[config.mk]
export PLATFORM = sky130hd
export DESIGN_NAME = fifo_rd_stream
export DESIGN_NICKNAME = d
export VERILOG_FILES = /design/src/rtl/fifo_rd_stream.sv
export SDC_FILE = /design/constraint.sdc
export NUM_CORES = 1
export LEC_CHECK = 0
export CAP_MARGIN = 20
export CORE_MARGIN = 4
export CORE_UTILIZATION = 55
export CTS_BUF_LIST = sky130_fd_sc_hd__clkbuf_4
export CTS_CLUSTER_SIZE = 8
export DETAILED_ROUTE_END_ITERATION = 10
export HOLD_SLACK_MARGIN = 0.08
export MAX_ROUTING_LAYER = met4
export PLACE_DENSITY_LB_ADDON = 0.3
export SYNTH_ARGS = -nofsm -noshare
export SYNTH_HDL_FRONTEND = slang
export SYNTH_SLANG_ARGS = --single-unit
export TNS_END_PERCENT = 30
[constraint.sdc]
create_clock -name clk_i -period 5.9 [get_ports clk_i]
set_input_delay 0.885 -clock clk_i [delete_from_list [all_inputs] [get_ports clk_i]]
set_output_delay 0.885 -clock clk_i [all_outputs]
set_load 0.05 [all_outputs]
[src/rtl/fifo_rd_stream.sv]
// Read-side drain engine: pulls words from a 1-cycle-latency FIFO into a 3-entry buffer and streams them out.
// Optional FRS_BEAT_CNT_EN adds a 16-bit accepted-beat counter on beat_cnt_o.
module fifo_rd_stream #(
  parameter int unsigned WIDTH     = 8,
  parameter int unsigned BUF_DEPTH = 3
) (
  input  logic             clk_i,
  input  logic             rst_i,
  input  logic             empty_i,
  input  logic [WIDTH-1:0] rdata_i,
  input  logic             rd_error_i,
  output logic             rd_en_o,
  input  logic             flush_i,
  output logic             m_valid_o,
  input  logic             m_ready_i,
  output logic [WIDTH-1:0] m_data_o,
  output logic             underflow_o
`ifdef FRS_BEAT_CNT_EN
  ,
  output logic [15:0]      beat_cnt_o
`endif
);

  localparam int unsigned PTR_W = 2;
  localparam int unsigned CNT_W = 3;
  localparam logic [PTR_W-1:0] PTR_LAST = PTR_W'(BUF_DEPTH - 1);
  localparam logic [CNT_W-1:0] DEPTH_C  = CNT_W'(BUF_DEPTH);

  logic [WIDTH-1:0] mem_q [BUF_DEPTH];
  logic [WIDTH-1:0] last_q;
  logic [PTR_W-1:0] head_q, tail_q, occ_q;
  logic             inflight_q;
  logic             capture, pop;

  function automatic logic [PTR_W-1:0] ptr_inc(input logic [PTR_W-1:0] p);
    return (p == PTR_LAST) ? '0 : p + PTR_W'(1);
  endfunction

  // Reads are only issued when the buffer has room for everything already in flight.
  assign rd_en_o   = !rst_i && !flush_i && !empty_i &&
                     ((CNT_W'(occ_q) + CNT_W'(inflight_q)) < DEPTH_C);
  assign capture   = inflight_q && !flush_i;
  assign m_valid_o = (occ_q != '0);
  assign pop       = m_valid_o && m_ready_i;
  assign m_data_o  = m_valid_o ? mem_q[head_q] : last_q;

  always_ff @(posedge clk_i) begin
    if (rst_i) begin
      occ_q       <= '0;
      inflight_q  <= 1'b0;
      head_q      <= '0;
      tail_q      <= '0;
      last_q      <= '0;
      underflow_o <= 1'b0;
    end else begin
      inflight_q <= rd_en_o;
      last_q     <= m_data_o;
      if (inflight_q && rd_error_i) begin
        underflow_o <= 1'b1;
      end
      if (flush_i) begin
        occ_q  <= '0;
        head_q <= '0;
        tail_q <= '0;
      end else begin
        if (pop) begin
          head_q <= ptr_inc(head_q);
        end
        if (capture) begin
          tail_q <= ptr_inc(tail_q);
        end
        case ({capture, pop})
          2'b10:   occ_q <= occ_q + PTR_W'(1);
          2'b01:   occ_q <= occ_q - PTR_W'(1);
          default: occ_q <= occ_q;
        endcase
      end
    end
  end

  // Data storage carries no reset; validity is tracked by occ_q.
  always_ff @(posedge clk_i) begin
    if (!rst_i && capture) begin
      mem_q[tail_q] <= rdata_i;
    end
  end

`ifdef FRS_BEAT_CNT_EN
  always_ff @(posedge clk_i) begin
    if (rst_i) begin
      beat_cnt_o <= '0;
    end else if (pop) begin
      beat_cnt_o <= beat_cnt_o + 16'd1;
    end
  end
`endif

endmodule

==> metrics.txt <==
Final period util between 60% and 70%; DP Wirelength 2205 um; Synth area leader edfxtp_1; Gate power share 6.8%; Final nets 176; post-synthesis mux area share around 1.2%; total CTS buffers 5; leak pwr 0.6747 nW; PortBufs 24; fin util 69.09%; Reg power frac 54.7%; CP peak stage delay 870 ps; worst reg2reg path endpoint mem_q[2][3]$_DFFE_PP_; ant diodes 0; worst rel slew slack roughly 45%; Top delay family on crit path buffers and inverters; Worst setup EP type primary output; Post-synth ARST share 0%; worst reg2reg startpoint inflight_q$_SDFF_PP0_; DP Cell Count approximately 200; WHS Endpoint underflow_o$_SDFFE_PP0P_; Worst Hold Depth 2; DR iter-0 viols 40; grt total ovfl 0; CTS clk-pin slew, worst paths 110 ps; share of layout cells above drive strength 1 13.75%; drt pass-1 iters 4; Mapped Area 0.001718 mm2; Clock Tree Buf Depth 2; peak supply drop ~0.14 mV; CP bufs+invs 2; clk_lat worst skew 350 ps; Pwr Total 0.0005732 W; Worst Path Required between 5000 and 6000 ps; # Post-CTS Setup Buffers 0; XOR/XNOR share of the synthesized area 1.020%; pre-CTS WS 1829 ps; Hold Vio Cnt, Final 0; Switching Share 19.90%; Seq cells post-synth 42; post-synthesis compound-gate area fraction ~10%; die area 0.004081 mm2; Vias/cell 5.603; hold buffers post-CTS 0; DRC Markers 0; pin count of the biggest net entering global routing 18; adder-cell area share of the yosys netlist 2.185%; Max stage delay cell, worst path clkdlybuf4s50_1; Post-DRT Antenna Nets 0; Setup Skew between 3 and 4 ps; WL/cell 15.23 um; TritonCTS clock tree built; # H-tree levels 2; Routed Wire Length 3106 um; total of max-cap violations 0; EDFF count, synth 24; Tmin final 4077 ps; clock share of power 38.5%; CP cell instances clkdlybuf4s50_1, or2_2, a2111oi_0, clkdlybuf4s50_1; worst reg-to-reg path cell count 4; RSZ-0062 raised after global routing no; area grow syn2layout 21.78%; Simple-Gate Fraction of Synth Area 19.66%; Synth area leaders edfxtp_1 (42%), dfxtp_1 (21%), a2111oi_2 (4.4%), nor3b_1 (4.4%), nor2b_1 (2.9%); Warnings, synthesis 0; CTS Root Cell clkbuf_4; status finished, final reports clean; IO Pins 25; PwrDens about 270 mW/mm2; main combinational cell family by area after synthesis simple AND/OR/NAND/NOR gates; clk sink count 42; Synth Instances 130; Crit Path Class in2out; reg-to-reg slack, setup about 3800 ps; Syn Nets 147; Slew @ Worst Pin 818.0 ps; switching pwr 0.0001141 W; DIE WIDTH approximately 64 um; post-synth top area share 41.95%; prevailing post-synth register cell edfxtp_1; Cell variety after synth 31; core region area 0.003028 mm2; global-route usage over all layers 17.84%; final worst slack 1823 ps; Internal Power 0.0004591 W; sequential fraction of the synthesis area 62.93%; FP Rows 20; Post-CTS Resized 0; arrival time at the worst endpoint 3190 ps; Fin Setup TNS 0 ps; vias post-DR 1,143; Crit Path Max Fanout 11; Routability Congestion 0.7388; Hold Path Class reg2reg; startpoint types primary input; count of final setup violators 0; most frequent cells in the layout clkdlybuf4s50_1 (24), edfxtp_1 (24), dfxtp_1 (18); Slew Limit Fails 0; syn avg cell area 13.21 um2; first-pass GRT wire length 5409 um; hold_sp underflow_o$_SDFFE_PP0P_; die height 63.89 um; cell mode on critical path clkdlybuf4s50_1; initial antenna violation count 0; fmax 245.3 MHz; vias in the first global route about 1,200; Initial Utilization a little under three fifths; post-route insts no fill 204
-- metrics by stage --
| stage | hold slack, ps | area, um2 |
|---|---|---|
| after global routing | 537.7 | 2092 |
| final | 491.9 | 2092 |
| after detailed placement | 460.9 | 1991 |
| after CTS | 495.0 | 2092 |
| after global placement | 468.6 | 1991 |
| after floorplan | 448.3 | 1718 |
-- how the worst max path moves through the flow --
stage	from	to	slack, ps	cells past startpoint
after floorplan	flush_i	rd_en_o	1270	3
after global routing	rst_i	rd_en_o	1650	4
after global placement	rst_i	rd_en_o	1810	4
after detailed placement	rst_i	rd_en_o	1830	4
after CTS	rst_i	rd_en_o	1800	4
final	rst_i	rd_en_o	1820	4
-- cells in the mapped netlist (3+ instances only) --
master,number
nor2_1,13
nor2b_1,8
a21oi_1,4
nor3b_1,10
buf_6,3
a2111oi_2,5
nand2_1,3
nor3_1,9
dfxtp_1,18
ha_1,3
edfxtp_1,24
nor4_1,7
-- power by group through the flow --
stage	registers [W]	clock network, W	logic, W
floorplan	0.000321	0	0.0000212
global placement	0.000320	0	0.0000382
detailed placement	0.000320	0	0.0000392
CTS	0.000314	0.000223	0.0000393
global route	0.000314	0.000240	0.0000417
finish	0.000314	0.000220	0.0000391
-- layout make-up --
cell class | count | area [um2]
sequential | 42 | 1081
fill | 227 | 935.9
multi-input combinational | 81 | 584.3
timing repair buffer | 27 | 262.8
clock inverter | 3 | 63.81
tap | 44 | 55.05
clock buffer | 5 | 37.54
inverter | 2 | 7.507
-- layer usage --
layer  share of wire (%)  track usage, %  vias up
met1                  41           18.06      549
li1                    -               -      561
met3                 4.9           5.448        4
met5                   0               -        -
met4                0.74           6.469        0
met2                  53           32.13       29
-- registers in the layout, indices dropped and copies added, names as in the netlist, named ones only --
register,cells
occ_q,2
underflow_o,1
tail_q,2
head_q,2
last_q,8
inflight_q,1
mem_q,24
-- tightest hold or removal path: stages, from the launching register on --
cell and delay [ps]:
dfxtp_1 350, a21oi_1 40, nor2_1 70
-- kinds of logic after synthesis --
family / after synthesis
XOR/XNOR: 2
AO/OA/AOI/OAI: 16
adder cells (fa/ha/maj): 3
multiplexers: 2
buffers and inverters: 7
AND/OR/NAND/NOR: 58
flip-flops: 42
Note: power is estimated with default switching activity, not from simulation.
